### src/rtl/cgra_cfg_pkg.sv
// -----------------------------------------------------------------------------
// cgra_cfg_pkg
// Shared definitions for the CGRA configuration loader:
//   - default instruction width, context depth and length-field width
//   - PE instruction field widths and a packed view of one instruction word
//   - loader FSM state encoding
// No ports (package).
// -----------------------------------------------------------------------------
package cgra_cfg_pkg;

    // Default sizing of the loader and of the PE context buffers.
    localparam int INST_W    = 48;
    localparam int CTX_DEPTH = 32;
    localparam int LEN_W     = 6;   // must be able to hold CTX_DEPTH itself

    // Instruction word fields, MSB first.
    localparam int FU_W      = 5;   // fu_opcode
    localparam int SW9X7_W   = 27;  // switch_9x7: 9 outputs x 3-bit select
    localparam int SW5X4_W   = 10;  // switch_5x4: 5 outputs x 2-bit select
    localparam int REG_SEL_W = 6;   // reg_file_sel

    typedef struct packed {
        logic [FU_W-1:0]      fu_opcode;
        logic [SW9X7_W-1:0]   switch_9x7;
        logic [SW5X4_W-1:0]   switch_5x4;
        logic [REG_SEL_W-1:0] reg_file_sel;
    } pe_inst_t;

    typedef enum logic [2:0] {
        S_IDLE  = 3'd0,
        S_CLEAR = 3'd1,
        S_LOAD  = 3'd2,
        S_RUN   = 3'd3,
        S_DONE  = 3'd4
    } loader_state_t;

endpackage

### src/rtl/cgra_config_loader_if.sv
// -----------------------------------------------------------------------------
// cgra_config_loader_if
// Valid/ready instruction stream feeding the configuration loader.
//   s_valid  source -> loader   word valid
//   s_ready  loader -> source   loader accepts word
//   s_data   source -> loader   instruction word (DATA_W bits)
// Modports: master (stream source), slave (loader).
// -----------------------------------------------------------------------------
interface cgra_config_loader_if #(
    parameter int DATA_W = cgra_cfg_pkg::INST_W
);
    logic              s_valid;
    logic              s_ready;
    logic [DATA_W-1:0] s_data;

    modport master (output s_valid, output s_data, input s_ready);
    modport slave  (input s_valid, input s_data, output s_ready);

endinterface

### src/rtl/pe_sel_decoder.sv
// -----------------------------------------------------------------------------
// pe_sel_decoder
// Converts a PE index into a one-hot PE select, all-zero when not enabled.
//   idx  in   IDX_W   PE index, 0..NUM_PE-1
//   we   in   1       write enable; gates the whole output
//   sel  out  NUM_PE  one-hot select (zero when we=0)
// -----------------------------------------------------------------------------
module pe_sel_decoder #(
    parameter int NUM_PE = 16,
    parameter int IDX_W  = 4
) (
    input  logic [IDX_W-1:0]  idx,
    input  logic              we,
    output logic [NUM_PE-1:0] sel
);

    // NOTE: the output gets a default before any conditional write so that
    // every path assigns it; otherwise synthesis infers a latch.
    always_comb begin
        sel = '0;
        if (we) begin
            sel[idx] = 1'b1;
        end
    end

endmodule

### src/rtl/cgra_config_loader.sv
// -----------------------------------------------------------------------------
// cgra_config_loader
// Upstream sequencer for the PE array: clears the PEs, streams NUM_PE*ctx_len
// instruction words into the PE context buffers in PE order, then strobes the
// broadcast run signal for run_len cycles and pulses done.
//
// Ports:
//   clk            in   1        clock
//   rst            in   1        asynchronous active-low reset
//   cmd_start      in   1        start request, sampled only in IDLE
//   cmd_ctx_len    in   LEN_W    instructions per PE, legal 1..CTX_DEPTH
//   cmd_run_len    in   LEN_W    run cycles, legal 1..CTX_DEPTH
//   cmd_err        out  1        one-cycle pulse: illegal length at cmd_start
//   s_if           slave         valid/ready instruction stream
//   pe_rst         out  1        active-high synchronous clear to all PEs
//   pe_inst        out  INST_W   registered instruction broadcast
//   pe_init        out  NUM_PE   registered one-hot init enable
//   pe_run         out  1        registered broadcast run
//   busy           out  1        high whenever the FSM is not IDLE
//   done           out  1        one-cycle pulse after the last run cycle
//   perf_stall_cnt out  16       LOAD cycles with s_valid=0, saturating
//                                (only when CFG_LOADER_PERF_EN is defined)
//
// Build option: define CFG_LOADER_PERF_EN to add the stall counter.
// -----------------------------------------------------------------------------
module cgra_config_loader
    import cgra_cfg_pkg::*;
#(
    parameter int INST_W    = cgra_cfg_pkg::INST_W,
    parameter int NUM_PE    = 16,
    parameter int CTX_DEPTH = cgra_cfg_pkg::CTX_DEPTH,
    parameter int LEN_W     = cgra_cfg_pkg::LEN_W
) (
    input  logic                 clk,
    input  logic                 rst,
    input  logic                 cmd_start,
    input  logic [LEN_W-1:0]     cmd_ctx_len,
    input  logic [LEN_W-1:0]     cmd_run_len,
    output logic                 cmd_err,
    cgra_config_loader_if.slave  s_if,
    output logic                 pe_rst,
    output logic [INST_W-1:0]    pe_inst,
    output logic [NUM_PE-1:0]    pe_init,
    output logic                 pe_run,
    output logic                 busy,
    output logic                 done
`ifdef CFG_LOADER_PERF_EN
    ,
    output logic [15:0]          perf_stall_cnt
`endif
);

    localparam int              IDX_W   = (NUM_PE > 1) ? $clog2(NUM_PE) : 1;
    localparam logic [LEN_W-1:0] LEN_MAX = LEN_W'(CTX_DEPTH);
    localparam logic [IDX_W-1:0] LAST_PE = IDX_W'(NUM_PE - 1);

    loader_state_t    state, state_next;

    logic [LEN_W-1:0] ctx_len_q;
    logic [LEN_W-1:0] run_len_q;
    logic [LEN_W-1:0] word_cnt;
    logic [LEN_W-1:0] run_cnt;
    logic [IDX_W-1:0] pe_idx;
    logic             fresh;     // no load has started since reset

    logic             hs;
    logic             cmd_ok;
    logic             start_ok;
    logic             last_word;
    logic             last_run;
    logic [NUM_PE-1:0] init_sel;

    assign cmd_ok    = (cmd_ctx_len != '0) && (cmd_ctx_len <= LEN_MAX) &&
                       (cmd_run_len != '0) && (cmd_run_len <= LEN_MAX);
    assign start_ok  = (state == S_IDLE) && cmd_start && cmd_ok;

    assign s_if.s_ready = (state == S_LOAD);
    assign hs           = s_if.s_valid && s_if.s_ready;

    assign last_word = (word_cnt == ctx_len_q - 1'b1);
    assign last_run  = (run_cnt == run_len_q - 1'b1);

    assign busy   = (state != S_IDLE);
    // The PEs stay cleared from reset until the first accepted command, and
    // are cleared again for one cycle at the start of every load.
    assign pe_rst = (state == S_CLEAR) || ((state == S_IDLE) && fresh);

    pe_sel_decoder #(
        .NUM_PE (NUM_PE),
        .IDX_W  (IDX_W)
    ) u_pe_sel (
        .idx (pe_idx),
        .we  (hs),
        .sel (init_sel)
    );

    // NOTE: sequential state uses non-blocking assignments so every flop
    // samples the pre-edge value regardless of statement order.
    always_ff @(posedge clk or negedge rst) begin
        if (!rst) begin
            state <= S_IDLE;
        end else begin
            state <= state_next;
        end
    end

    always_comb begin
        state_next = state;
        unique case (state)
            S_IDLE:  if (start_ok) state_next = S_CLEAR;
            S_CLEAR: state_next = S_LOAD;
            S_LOAD:  if (hs && last_word && (pe_idx == LAST_PE)) state_next = S_RUN;
            S_RUN:   if (last_run) state_next = S_DONE;
            S_DONE:  state_next = S_IDLE;
            default: state_next = S_IDLE;
        endcase
    end

    always_ff @(posedge clk or negedge rst) begin
        if (!rst) begin
            ctx_len_q <= '0;
            run_len_q <= '0;
            word_cnt  <= '0;
            run_cnt   <= '0;
            pe_idx    <= '0;
            fresh     <= 1'b1;
            cmd_err   <= 1'b0;
            pe_inst   <= '0;
            pe_init   <= '0;
            pe_run    <= 1'b0;
            done      <= 1'b0;
        end else begin
            cmd_err <= (state == S_IDLE) && cmd_start && !cmd_ok;

            if (start_ok) begin
                ctx_len_q <= cmd_ctx_len;
                run_len_q <= cmd_run_len;
                fresh     <= 1'b0;
            end

            if (state == S_CLEAR) begin
                word_cnt <= '0;
                pe_idx   <= '0;
                run_cnt  <= '0;
            end

            if (hs) begin
                pe_inst <= s_if.s_data;
                if (last_word) begin
                    word_cnt <= '0;
                    pe_idx   <= pe_idx + 1'b1;
                end else begin
                    word_cnt <= word_cnt + 1'b1;
                end
            end

            if (state == S_RUN) begin
                run_cnt <= run_cnt + 1'b1;
            end

            // Registered strobes lag the FSM by one cycle, so pe_run starts
            // the cycle after the final pe_init pulse and done follows the
            // last pe_run cycle.
            pe_init <= init_sel;
            pe_run  <= (state == S_RUN);
            done    <= (state == S_DONE);
        end
    end

`ifdef CFG_LOADER_PERF_EN
    always_ff @(posedge clk or negedge rst) begin
        if (!rst) begin
            perf_stall_cnt <= '0;
        end else if (state == S_CLEAR) begin
            perf_stall_cnt <= '0;
        end else if ((state == S_LOAD) && !s_if.s_valid &&
                     (perf_stall_cnt != 16'hFFFF)) begin
            perf_stall_cnt <= perf_stall_cnt + 16'd1;
        end
    end
`endif

endmodule

### src/flat_wrapper.sv
// flat-port wrapper written by rule: the top's interface ports become plain ports
module cgra_config_loader_flat import cgra_cfg_pkg::*;
#(
    parameter int INST_W    = cgra_cfg_pkg::INST_W,
    parameter int NUM_PE    = 16,
    parameter int CTX_DEPTH = cgra_cfg_pkg::CTX_DEPTH,
    parameter int LEN_W     = cgra_cfg_pkg::LEN_W
)
  (clk, rst, cmd_start, cmd_ctx_len, cmd_run_len, cmd_err, pe_rst, pe_inst, pe_init, pe_run, busy, done, s_if_s_valid, s_if_s_data, s_if_s_ready);
  cgra_config_loader_if #(.DATA_W((48))) s_if_i ();
  input  logic clk;
  input  logic rst;
  input  logic cmd_start;
  input  logic [LEN_W-1:0] cmd_ctx_len;
  input  logic [LEN_W-1:0] cmd_run_len;
  output logic cmd_err;
  output logic pe_rst;
  output logic [INST_W-1:0] pe_inst;
  output logic [NUM_PE-1:0] pe_init;
  output logic pe_run;
  output logic busy;
  output logic done;
  input wire logic [$bits(s_if_i.s_valid)-1:0] s_if_s_valid;
  input wire logic [$bits(s_if_i.s_data)-1:0] s_if_s_data;
  output wire logic [$bits(s_if_i.s_ready)-1:0] s_if_s_ready;
  assign s_if_i.s_valid = s_if_s_valid;
  assign s_if_i.s_data = s_if_s_data;
  assign s_if_s_ready = s_if_i.s_ready;
  cgra_config_loader #(.INST_W(INST_W), .NUM_PE(NUM_PE), .CTX_DEPTH(CTX_DEPTH), .LEN_W(LEN_W)) u_core (.clk(clk), .rst(rst), .cmd_start(cmd_start), .cmd_ctx_len(cmd_ctx_len), .cmd_run_len(cmd_run_len), .cmd_err(cmd_err), .s_if(s_if_i), .pe_rst(pe_rst), .pe_inst(pe_inst), .pe_init(pe_init), .pe_run(pe_run), .busy(busy), .done(done));
endmodule
### config.mk
export PLATFORM = sky130hd
export DESIGN_NAME = cgra_config_loader_flat
export DESIGN_NICKNAME = d
export VERILOG_FILES = /design/src/rtl/cgra_cfg_pkg.sv /design/src/rtl/cgra_config_loader_if.sv /design/src/rtl/pe_sel_decoder.sv /design/src/rtl/cgra_config_loader.sv /design/src/flat_wrapper.sv
export SDC_FILE = /design/constraint.sdc
export NUM_CORES = 1
export LEC_CHECK = 0
export BUFFER_PORTS_ARGS = -buffer_cell sky130_fd_sc_hd__buf_2
export CORE_MARGIN = 3
export CORE_UTILIZATION = 51
export CTS_BUF_LIST = sky130_fd_sc_hd__clkbuf_16
export DETAILED_ROUTE_END_ITERATION = 10
export PLACE_DENSITY = 0.8
export SYNTH_ARGS = -nofsm -noshare
export SYNTH_HDL_FRONTEND = slang
export SYNTH_SLANG_ARGS = --single-unit
### constraint.sdc
create_clock -name clk -period 2.4 [get_ports clk]
set_input_delay 0.24 -clock clk [delete_from_list [all_inputs] [get_ports clk]]
set_output_delay 0.24 -clock clk [all_outputs]
set_load 0.05 [all_outputs]
== Yosys cells after proc, flatten, opt, wreduce, memory -nomap -nowiden ==
Index checks and enable logic that the tools add are counted.
W data, S select, Z words.
Cells by class
  $add $sub $neg: 5
  magnitude comparators: 4
  reduce and logical (&&, ||, !) cells: 20
  muxes and demuxes: 14
  equality and inequality tests: 10
Operators by type and width (count)
  $mux W6: 4
  $mux W16: 1
  $add A6 B1 Y6 const B: 2
  $eq A6 B6 Y1: 2
  $le A6 B6 Y1 const B: 2
  $mux W4: 3
  $pmux W3 S4: 1
  $reduce_bool A6 Y1: 2
  $sub A6 B1 Y6 const B: 2
  $logic_and A1 B1 Y1: 11
  $mux W3: 3
  $eq A3 B2 Y1 const B: 2
  $lt A4 B5 Y1 const B: 1
  $add A4 B1 Y4 const B: 1
  $demux W1 S4: 1
  $eq A4 B4 Y1 const B: 1
  $ge A4 B1 Y1 const B: 1
  $ne A2 B1 Y1 const B: 2
  $reduce_bool A2 Y1: 2
  $eq A3 B1 Y1 const B: 1
  $eq A3 B3 Y1 const B: 1
  $logic_not A3 Y1: 1
  $reduce_and A3 Y1: 1
  $reduce_bool A3 Y1: 1
  4 further kinds: 4
Word-level totals
  word-level logic and storage cells: 65
  bits in registers: 99
  input bits: 64
  output and inout bits: 70

== Longest topological paths before layout ==
Gate-level depths: netlist of run 1.
  word-level depth: 7
  mapped depth: 7
  depth with buffers taken out: 7

== Cells and area by module ==
From an unflattened synthesis of run 1, not the netlist that was laid out.
Second synthesis, totals
  cells, all modules: 333
  area, all modules: 4294.1 um^2
Modules (own cells, without submodules)
  cgra_config_loader: times used 1, area each 4176.5 um^2, seq. area each 2478.6 um^2, cells an instance 310
  pe_sel_decoder: times used 1, area each 117.6 um^2, seq. area each 0.0 um^2, cells an instance 23

== Worst setup path before layout of run 1 ==
Ideal clock, no wire load.
  path type: reg2reg
  from: register u_core.state[0]
  to: register u_core.state[0]
  data required time: 2.313 ns
  setup slack: 0.166 ns
  buffers on the path: 1
  period minus slack after synthesis: 2.234 ns
  setup time: 0.087 ns
  stages on the path, launching flop included: 7
  arrival: 2.148 ns
  path through: dfrtp_1 > nor3b_2 > and2_1 > buf_4 > nand3_1 > or4_1 > o211ai_1
Between the ends
  cells in the longest elaborated chain, start to end: 6
  elaborated cells on any way between the ends: 14
  classes of those cells: eq/ne: 6; mux: 1; reduce/logical: 7
Ends and longest elaborated chain
  start: declaration: line cgra_config_loader.sv:57  | loader_state_t state, state_next;
  start signal: assignment: line cgra_config_loader.sv:103  | state <= state_next;
  $eq A3 B2 Y1 *: line cgra_config_loader.sv:77  | assign s_if.s_ready = (state == S_LOAD);
  named net s_if_s_ready: line flat_wrapper.sv:25  | output wire logic [$bits(s_if_i.s_ready)-1:0] s_if_s_ready;
  $logic_and A1 B1 Y1: line cgra_config_loader.sv:78  | assign hs = s_if.s_valid && s_if.s_ready;
  $logic_and A1 B1 Y1 (2 in series): line cgra_config_loader.sv:112  | S_LOAD: if (hs && last_word && (pe_idx == LAST_PE)) state_next = S_RUN;
  $ne A2 B2 Y1 (no source line)
  $reduce_and A3 Y1 (no source line)
The timed path passes the listed nets; every way through them passes the cells marked *.
A chain may end at the register's enable or synchronous reset.

== Worst setup path in the final report of run 1 ==
  from: register u_core.state[2]
  to: output pe_rst
Between the ends
  cells in the longest elaborated chain, start to end: 3
  elaborated cells on any way between the ends: 4
  classes of those cells: eq/ne: 1; reduce/logical: 3
Ends and longest elaborated chain
  $logic_not A3 Y1: line cgra_config_loader.sv:86  | assign pe_rst = (state == S_CLEAR) || ((state == S_IDLE) && fresh);
  $logic_and A1 B1 Y1: line cgra_config_loader.sv:86
  $logic_or A1 B1 Y1 *: line cgra_config_loader.sv:86
  end: declaration: line flat_wrapper.sv:17  | output logic pe_rst;
Mark *: on every way between the ends. The rest lies on a longest branch, timed or not.

==> impl_results.md, run 1 <==
- Met1 usage: 0.274
- Chip width: 97.9 um
- Met2 Usage GRT: 0.329
- Initial antenna violation count: 0
- I/O pins: 134
- Final wirelength: 9.43 mm
- HP Class: input pin to flop
- Syn_nets: 512
- Crit start category: flop
- Synth top area cells: dfrtp_1 (57%), nand2_1 (14%), mux2_2 (3.4%)
- Die area: 0.00958 mm^2
- RSZ-0062 raised after global routing: false
- Total GRT Usage: 0.202
- Status: completed
- #FFs+latches synth: 99
- Count of different cell masters after synthesis: 47
- Area Overhead vs Synth: 25.3%
- Routed len/inst: 13.9 um
- Remaining antenna violation count: 0
- Yosys warns: 0
- Clock Skews: 0.00719 ns
- Endpoint class of the critical path: output port
- First-pass GRT wire length: 15.9 mm
- Crit path arrival time: 1.89 ns
- Busiest layer in global routing: met2
- Slew headroom: 0.622
- Cell area after synthesis: 0.00430 mm^2
- Worst Max-Slew Pin Slew: 0.565 ns
- Placer Congestion: 0.810
- Initial core utilization: 0.540
- Hold wc startpoint: s_if_s_data[27]
- Grt total ovfl: 0
- Share of cells above drive strength 1: 0.311
- Clock Latency Late Sink: 0.34 ns
- Largest net degree at the start of global routing: 68
- Seq/Total Area, Yosys: 0.576
- Tcrit/Tclk final: 0.886
- EDFF count, synth: 0
- IO Port Bufs: 133
- Root Driver: clkbuf_16
- Met3 GRT Util: 0.0429
- Site Rows: 32
- Top_reg_cell synth: dfrtp_1
- CP Data Required Time: 2.16 ns
- Post-CTS setup buffer count: 0
- DRT Pass-1 Iters: 4
- Final hold viol count: 0
- PD cells: 724 mW/mm^2
- CTS Buf Count: 9
- Setup crit start: u_core.state[2]
- Area fraction of the dominant cell type after synthesis: 0.570
- Die Span Y: 97.9 um
- Leading area contributor after synthesis: dfrtp_1
- Clk buf depth: 2
- CTS tree: done
- DR iter-0 viols: 151
- N_diodes: 0
- Max-slew violation count: 0
- H-tree levels: 3
- Mapped Cells: 440
- Nets: 645
- Final setup viols: 0
- Mean post-synth cell area: 9.78 um^2
- Core footprint: 0.00797 mm^2
- Leakage: 2.97 nW
- Drc violations: 0
- Cts-stage hold buffer count: 1
- Vias: 3431
- Worst r2r src: u_core.ctx_len_q[0]
- # resized after CTS: 0
- Setup Crit Path Kind: flop to output port
- Fmax: 0.471 GHz
- Avg Vias per Cell: 5.05
- Worst VDD drop: 0.519 mV
- Post-DP HPWL: 6.90 mm
- Post-synth ARST share: 1.00
- Number of max-cap violations: 0
- Reg clk slew, reported paths: 0.07 ns
- CP max FO: 13
- Post-layout util: 0.677
- Placed instance area: 0.00510 mm^2
- Final setup TNS: 0 ns
- TritonCTS Sinks: 99
- Final Instance Area: 0.00539 mm^2
- Vias in the first global route: 3404
- Tmin final: 2.13 ns
per-stage QoR:
stage	hold slack, ns	instances	worst slack (ns)	total power, W
2_1_floorplan	-0.0556	440	0.166	0.00234
3_3_place_gp	0.204	663	0.316	0.00254
3_5_place_dp	0.208	663	0.297	0.00257
4_1_cts	0.0799	680	0.292	0.00395
5_1_grt	0.0802	680	0.0854	0.00408
6_report	0.0887	680	0.275	0.00391
logic make-up after synthesis:
family / after synthesis / share of synthesized area
AND/OR/NAND/NOR: 232 / 0.238
flip-flops: 99 / 0.576
buffers and inverters: 34 / 0.0326
AO/OA/AOI/OAI: 32 / 0.0503
XOR/XNOR: 18 / 0.0366
multiplexers: 17 / 0.0433
adder cells (fa/ha/maj): 8 / 0.0233
report_power, final:
| part | switching [W] | leakage, nW | total [W] | internal, W |
|---|---|---|---|---|
| registers | 0.0000934 | 1.28 | 0.00186 | 0.00177 |
| clock network | 0.000650 | 0.136 | 0.00137 | 0.000723 |
| logic | 0.000478 | 1.55 | 0.000668 | 0.000190 |
synth_stat cells (6+ instances only):
master / count
nand2_1: 165
inv_1: 15
xnor2_1: 12
nand3_1: 9
xor2_1: 6
nor4_1: 7
dfrtp_1: 98
nor2_1: 15
mux2_2: 13
o21ai_0: 11
ha_1: 8
clkbuf_1: 14
nor3_1: 12
worst max-delay path, cell delays in order (launching register included):
cell and delay [ns]:
dfrtp_1 0.44, nand2b_1 0.38, nor2_1 0.35, a21o_1 0.13
buf_2 0.25
cell usage in the layout, fill, tap and decap left out, types with 2 or more instances in the layout:
cell and count:
a21o_1 3, a21oi_1 2, a22o_1 3, a31oi_1 2, and2_2 2, and3_1 4
buf_12 2, buf_2 132, buf_4 6, clkbuf_16 9, clkinvlp_4 2, dfrtp_1 98
ha_1 8, inv_1 15, inv_6 2, inv_8 2, mux2_2 13, mux2i_1 4
nand2_1 164, nand2b_1 3, nand3_1 9, nor2_1 15, nor3_1 12, nor4_1 7
o211ai_1 4, o21ai_0 11, or4_1 3, xnor2_1 12, xor2_1 6
cell type report:
| type | instances | area (um^2) |
|---|---|---|
| flip-flops and latches | 99 | 2480 |
| multi-input cells | 307 | 1690 |
| fillers | 627 | 2570 |
| well taps | 102 | 128 |
| repair buffers | 141 | 756 |
| clock buffers | 9 | 225 |
| inverters | 15 | 56.3 |
| clock inverters | 7 | 60.1 |
state kept, by name, summed over array words and instances, names as in the netlist:
signal / flops
u_core.state: 3
u_core.word_cnt: 6
u_core.pe_idx: 4
u_core.pe_run: 1
u_core.run_cnt: 6
u_core.done: 1
u_core.fresh: 1
u_core.pe_inst: 48
u_core.pe_init: 16
u_core.run_len_q: 6
u_core.cmd_err: 1
u_core.ctx_len_q: 6
worst paths after layout:
check	cells after the start	slack, ns	endpoint
min in group asynchronous	2	0.40	u_core.pe_inst[10]
worst max register to register	7	0.31	u_core.state[0]
worst max-delay path	4	0.27	pe_rst
worst min-delay path	3	0.09	u_core.pe_inst[27]
max in group asynchronous	3	1.29	u_core.fresh
worst min register to register	2	0.47	u_core.pe_inst[22]
per-layer routing:
metal,part of all wire,vias up
met5,0,-
met4,0.010,0
met3,0.063,11
met2,0.48,106
met1,0.45,1607
li1,-,1707
No activity file was read; power rests on OpenSTA's default activity.
==> run 2, diff against run 1 <==
- CAP_MARGIN: unset -> 10
- CORE_UTILIZATION: 51 -> 44
- PLACE_DENSITY: 0.8 -> 0.7
==> run 2 against run 1 <==
Net effect: wire length grew 5.4%; non-clock buffer count grew 4; sequential power is essentially flat; clock skew grew 0.0022 ns; clock-buffer cell count is the same; maximum frequency grew 0.78%; cell count grew 4.6%; design area grew 1.6%; register-to-register slack lost 0.02 ns.
==> impl_results.md, run 2 (same netlist as run 1, synthesis figures left out) <==
- Clock group share of total power: 0.380
- CP max FO: 5
- Placed insts: 694
- Final setup TNS: 0 ns
- First-pass GRT wire length: 17.1 mm
- CTS tree: done
- CP Data Required Time: 2.61 ns
- Post-DP HPWL: 7.29 mm
- Die Span Y: 105 um
- Crit path arrival time: 2.32 ns
- Site Rows: 35
- Hold wc startpoint: s_if_s_data[15]
- Regs by FF count: u_core.pe_inst: 48 flops, u_core.pe_init: 16 flops
- Sw Pwr: 0.00120 W
- N_diodes: 0
- Drc violations: 0
- I/O pins: 134
- CP Cell Sequence: inv_1 -> ha_1 -> nand2b_1 -> nand3_1 -> o21ai_0 -> a2111oi_0 -> buf_4 -> a31oi_1
- Seq pwr share: 0.457
- Worst Max-Slew Pin Slew: 0.700 ns
- # fillers: 830
- Slew headroom: 0.521
- Register area: 0.00248 mm^2
- Cell depth of the worst flop-to-flop path: 8
- Final wirelength: 9.94 mm
- TritonCTS Sinks: 99
- Multi-input logic area: 0.00169 mm^2
- Clk buf depth: 2
- Core footprint: 0.00937 mm^2
- CP max-delay cell: a2111oi_0
- RSZ-0062 raised after global routing: false
- Place WS: 0.320 ns
- Setup crit start: u_core.run_len_q[0]
- Chip width: 105 um
- Fmax: 0.474 GHz
- Tcrit/Tclk final: 0.879
- CTS Buf Count: 9
- Setup ws final: 0.291 ns
- Worst r2r src: u_core.run_len_q[0]
- Post-layout util: 0.585
- Commonest non-fill, non-tap cell in the layout: nand2_1
- Placer Congestion: 0.778
- Remaining antenna violation count: 0
- DR iter-0 viols: 204
- Die area: 0.0110 mm^2
- Crit start category: flop
- Nets: 649
- H-tree levels: 3
- WHS Path Cells: 3
- Hold WS: 0.0818 ns
- Clock Latency Late Sink: 0.34 ns
- Total GRT Usage: 0.191
- Endpoint class of the critical path: flop
- Routed len/inst: 14.0 um
- Gate power share: 0.163
- Switching share of power: 0.294
- Setup Crit Path Kind: flop to flop
- Status: completed
- Vias in the first global route: 3538
- Grt total ovfl: 0
- # resized after CTS: 0
- Leakage: 3.00 nW
- Worst VDD drop: 0.390 mV
- IO Port Bufs: 133
- Avg Vias per Cell: 4.98
- Max-slew violation count: 0
- Largest net degree at the start of global routing: 66
- Non-Filler Instances: 711
- Initial antenna violation count: 0
- Most flops, register: u_core.pe_inst
- HP Class: input pin to flop
- Max reg flops: 48
- Number of max-cap violations: 0
- Initial core utilization: 0.459
- Tmin final: 2.11 ns
- Vias: 3542
- Root Driver: clkbuf_16
- Final setup viols: 0
- Clock Skews: 0.00941 ns
- Area Overhead vs Synth: 27.4%
- DRT Pass-1 Iters: 4
- Reg clk slew, reported paths: 0.07 ns
- PD cells: 744 mW/mm^2
- Internal power: 0.00288 W
- Critical Path Max Stage Delay: 0.63 ns
- Final hold viol count: 0
- Commonest non-fill, non-tap cells in the layout: nand2_1 (164), buf_2 (132), dfrtp_1 (98)
- Share of cells above drive strength 1: 0.314
## run 2: layout make-up
| type | instances | area share |
|---|---|---|
| flip-flops and latches | 99 | 0.452 |
| multi-input cells | 307 | 0.308 |
| repair buffers | 145 | 0.141 |
| clock buffers | 9 | 0.0411 |
| well taps | 129 | 0.0294 |
| clock inverters | 7 | 0.0178 |
| inverters | 15 | 0.0103 |
## run 2: worst max-delay path: cells and delay by family (launching register included)
kind / cells / cell delay, ns
AO/OA/AOI/OAI: 3 / 0.78
flip-flops: 1 / 0.42
buffers and inverters: 2 / 0.29
adder cells (fa/ha/maj): 1 / 0.24
AND/OR/NAND/NOR: 2 / 0.24
## run 2: worst paths after layout
path                       slack [ns]            endpoint
max                              0.29     u_core.state[1]
min                              0.08  u_core.pe_inst[15]
max reg2reg                      0.29     u_core.state[1]
min reg2reg                      0.47  u_core.pe_inst[41]
max in group asynchronous        1.26        u_core.fresh
min in group asynchronous        0.39  u_core.pe_inst[11]
## run 2: per-layer routing
metal / part of all wire / routed length [um] / vias up / global-route usage
met1: 0.44 / 4400 / 1706 / 0.257
met4: 0.013 / 134 / 0 / 0.0703
li1: - / - / 1708 / -
met2: 0.49 / 4830 / 116 / 0.304
met3: 0.058 / 578 / 12 / 0.0414
met5: 0 / 0 / - / 0
## run 2: repair_timing
item                                    in CTS  in global routing
hold buffers                                 1                  0
setup buffers                                0                  0
endpoints found under the hold margin       34                  0
endpoints found under the setup margin       0                  0
## run 2: power groups by stage
stage	combinational, W	clock, W	sequential, W
floorplan	0.000213	0	0.00213
global placement	0.000657	0	0.00189
detailed placement	0.000670	0	0.00189
CTS	0.000673	0.00159	0.00186
global route	0.000719	0.00167	0.00188
finish	0.000664	0.00155	0.00186
## run 2: stage by stage
stage | area (um^2) | power [W]
detailed placement | 5150 | 0.00256
global placement | 5150 | 0.00255
finish | 5480 | 0.00408
CTS | 5480 | 0.00413
floorplan | 4300 | 0.00234
global route | 5480 | 0.00427
==> run 3, diff against run 2 <==
- ABC_AREA: unset -> 1
- HOLD_SLACK_MARGIN: unset -> 0.12
==> run 3 against run 2 <==
Net effect: critical path depth fell by 2; sequential share of layout area fell by 3.5 points; synthesized cell count rose by 19%; design area rose by 8.4%; sequential power rose by 6%; utilization rose by 4.6 points; wire length rose by 8.1%; cell count rose by 18%; global-route usage rose by 0.95 points; clock skew fell by 0.0015 ns; flip-flop and latch count did not move; largest power group unchanged.
==> impl_results.md, run 3 <==
- Clk buf depth: 2
- Simple-gate share of the synthesized area: 0.284
- IO Port Bufs: 133
- EDFF count, synth: 0
- Tcrit/Tclk final: 0.803
- Crit path arrival time: 1.69 ns
- CP max FO: 8
- Gate power share: 0.240
- Nets: 779
- Clock Skews: 0.00792 ns
- Post-DP HPWL: 7.20 mm
- Top_reg_cell synth: dfrtp_1
- Hold Path Sink: u_core.pe_inst[6]
- Place WS: 0.613 ns
- Non-Filler Instances: 841
- Syn_nets: 594
- Area fraction of the dominant cell type after synthesis: 0.564
- Final setup viols: 0
- DRT Pass-1 Iters: 4
- N_diodes: 0
- Count leader, synth: nand2_1
- Tmin final: 1.93 ns
- Setup Crit Path Kind: flop to output port
- Total GRT Usage: 0.200
- Placer Congestion: 0.787
- Avg Vias per Cell: 4.66
- Cell area after synthesis: 0.00435 mm^2
- R2r setup slk: 0.61 ns
- Largest net degree at the start of global routing: 64
- Initial core utilization: 0.462
- Commonest non-fill, non-tap cells in the layout: nand2_1 (232), buf_2 (132), dfrtp_1 (98)
- Die Span Y: 105 um
- Final setup TNS: 0 ns
- # resized after CTS: 0
- DR iter-0 viols: 209
- Cell depth of the worst flop-to-flop path: 10
- Seq pwr share: 0.448
- Max reg flops: 48
- Worst VDD drop: 0.479 mV
- Regs by FF count: u_core.pe_inst: 48 flops, u_core.pe_init: 16 flops
- Mean post-synth cell area: 8.33 um^2
- Status: completed
- Post-synthesis mux area share: 0.00518
- Count of different cell masters after synthesis: 27
- Fmax: 0.519 GHz
- Remaining antenna violation count: 0
- Yosys warns: 0
- Cts-stage hold buffer count: 48
- Number of max-cap violations: 0
- Hold wc startpoint: s_if_s_data[6]
- #FFs+latches synth: 99
- I/O pins: 134
- Reg clk slew, reported paths: 0.07 ns
- Most flops, register: u_core.pe_inst
- Setup ws final: 0.473 ns
- Clock Latency Late Sink: 0.34 ns
- Commonest non-fill, non-tap cell in the layout: nand2_1
- Worst r2r src: u_core.state[0]
- Root Driver: clkbuf_16
- Slew headroom: 0.455
- Core footprint: 0.00942 mm^2
- CP Data Required Time: 2.16 ns
- Mapped Cells: 522
- HP Class: input pin to flop
- Hold WS: 0.133 ns
- Crit path max-delay family: buffers and inverters
- Buf/Inv on CP: 3
- Seq/Total Area, Yosys: 0.570
- Largest family of logic cells by synthesized area: simple AND/OR/NAND/NOR gates
- Crit start category: flop
- PD cells: 741 mW/mm^2
- CP max-delay cell: dfrtp_1
- CTS Buf Count: 9
- Share of cells above drive strength 1: 0.232
- Internal power: 0.00289 W
- Drc violations: 0
- Final hold viol count: 0
- Vias: 3918
- WHS Path Cells: 3
- Critical Path Max Stage Delay: 0.39 ns
- First-pass GRT wire length: 18.2 mm
- Top post-synthesis cells by count: nand2_1 (232), dfrtp_1 (98), inv_1 (46)
- Clock group share of total power: 0.312
- Worst R2R End: u_core.state[1]
- Post-synth ARST share: 1.00
- H-tree levels: 3
- RSZ-0062 raised after global routing: false
- Max-slew violation count: 0
- Die area: 0.0111 mm^2
- Synth top area cells: dfrtp_1 (56%), nand2_1 (20%), inv_1 (4.0%)
- Switching share of power: 0.344
- Placed insts: 777
- Site Rows: 35
- TritonCTS Sinks: 99
- XOR/XNOR share of the synthesized area: 0.0282
- Endpoint class of the critical path: output port
- Leading area contributor after synthesis: dfrtp_1
- CP Cell Sequence: inv_1 -> nand2_1 -> nor2_1 -> inv_1 -> nand2_1 -> buf_2
- Sw Pwr: 0.00151 W
- Grt total ovfl: 0
- CTS tree: done
- Chip width: 105 um
- Final wirelength: 10.8 mm
- Synth Area in Adders: 0.0230
- Initial antenna violation count: 0
- Area fraction in compound gates after synthesis: 0.0325
- Leakage: 3.31 nW
- Post-CTS setup buffer count: 0
- Routed len/inst: 12.8 um
- Vias in the first global route: 3966
- Area Overhead vs Synth: 36.6%
- Worst Max-Slew Pin Slew: 0.817 ns
-- run 3: through the flow --
step / power, W / cell area [um^2] / utilization
after CTS: 0.00444 / 5940 / 0.631
after global placement: 0.00298 / 5170 / 0.550
after detailed placement: 0.00300 / 5170 / 0.550
after global routing: 0.00463 / 5940 / 0.631
final: 0.00440 / 5940 / 0.631
after floorplan: 0.00269 / 4350 / -
-- run 3: cells by family (layout without fill, tap and decap cells) --
family                     after synthesis  in the layout
xor gates and xnor gates                14             14
and+or+nand+nor                        312            312
adders and majority gates                8              8
DFF                                     99             99
AOI/OAI and AO/OA                       26             26
buffers and inverters                   61            251
muxes                                    2              2
-- run 3: layout make-up --
class                   instances  area [um^2]
flip-flops and latches         99         2480
inverters                      48          180
repair buffers                187         1210
clock buffers                   9          225
multi-input cells             362         1630
fillers                       754         3470
clock inverters                 7         60.1
well taps                     129          161
-- run 3: worst max-delay path by stage --
stage / start / endpoint / slack (ns) / cells after the start
after floorplan: u_core.state[0] / u_core.state[1] / 0.71 / 10
after global placement: u_core.ctx_len_q[0] / u_core.pe_idx[3] / 0.64 / 11
after detailed placement: u_core.ctx_len_q[0] / u_core.pe_idx[3] / 0.61 / 11
after CTS: u_core.state[2] / pe_rst / 0.45 / 6
after global routing: u_core.state[0] / u_core.state[1] / 0.34 / 10
final: u_core.state[2] / pe_rst / 0.47 / 6
-- run 3: power groups by stage --
stage                     clock, W  sequential [W]  combinational (W)
after floorplan                  0         0.00231           0.000381
after detailed placement         0         0.00200           0.000995
final                      0.00137         0.00197            0.00106
after CTS                  0.00141         0.00197            0.00106
after global routing       0.00146         0.00200            0.00117
after global placement           0         0.00200           0.000985
-- run 3: per-layer routing --
metal	share of wire	track usage	wire length, um	vias up
met1	0.42	0.240	4470	1795
met2	0.50	0.347	5410	121
met5	0	0	0	-
li1	-	-	-	1969
met4	0.034	0.0900	371	0
met3	0.046	0.0404	495	33
-- run 3: tightest hold or removal path: stages --
cell,delay [ns]
buf_2,0.07
nand2_1,0.06
nand2_1,0.07
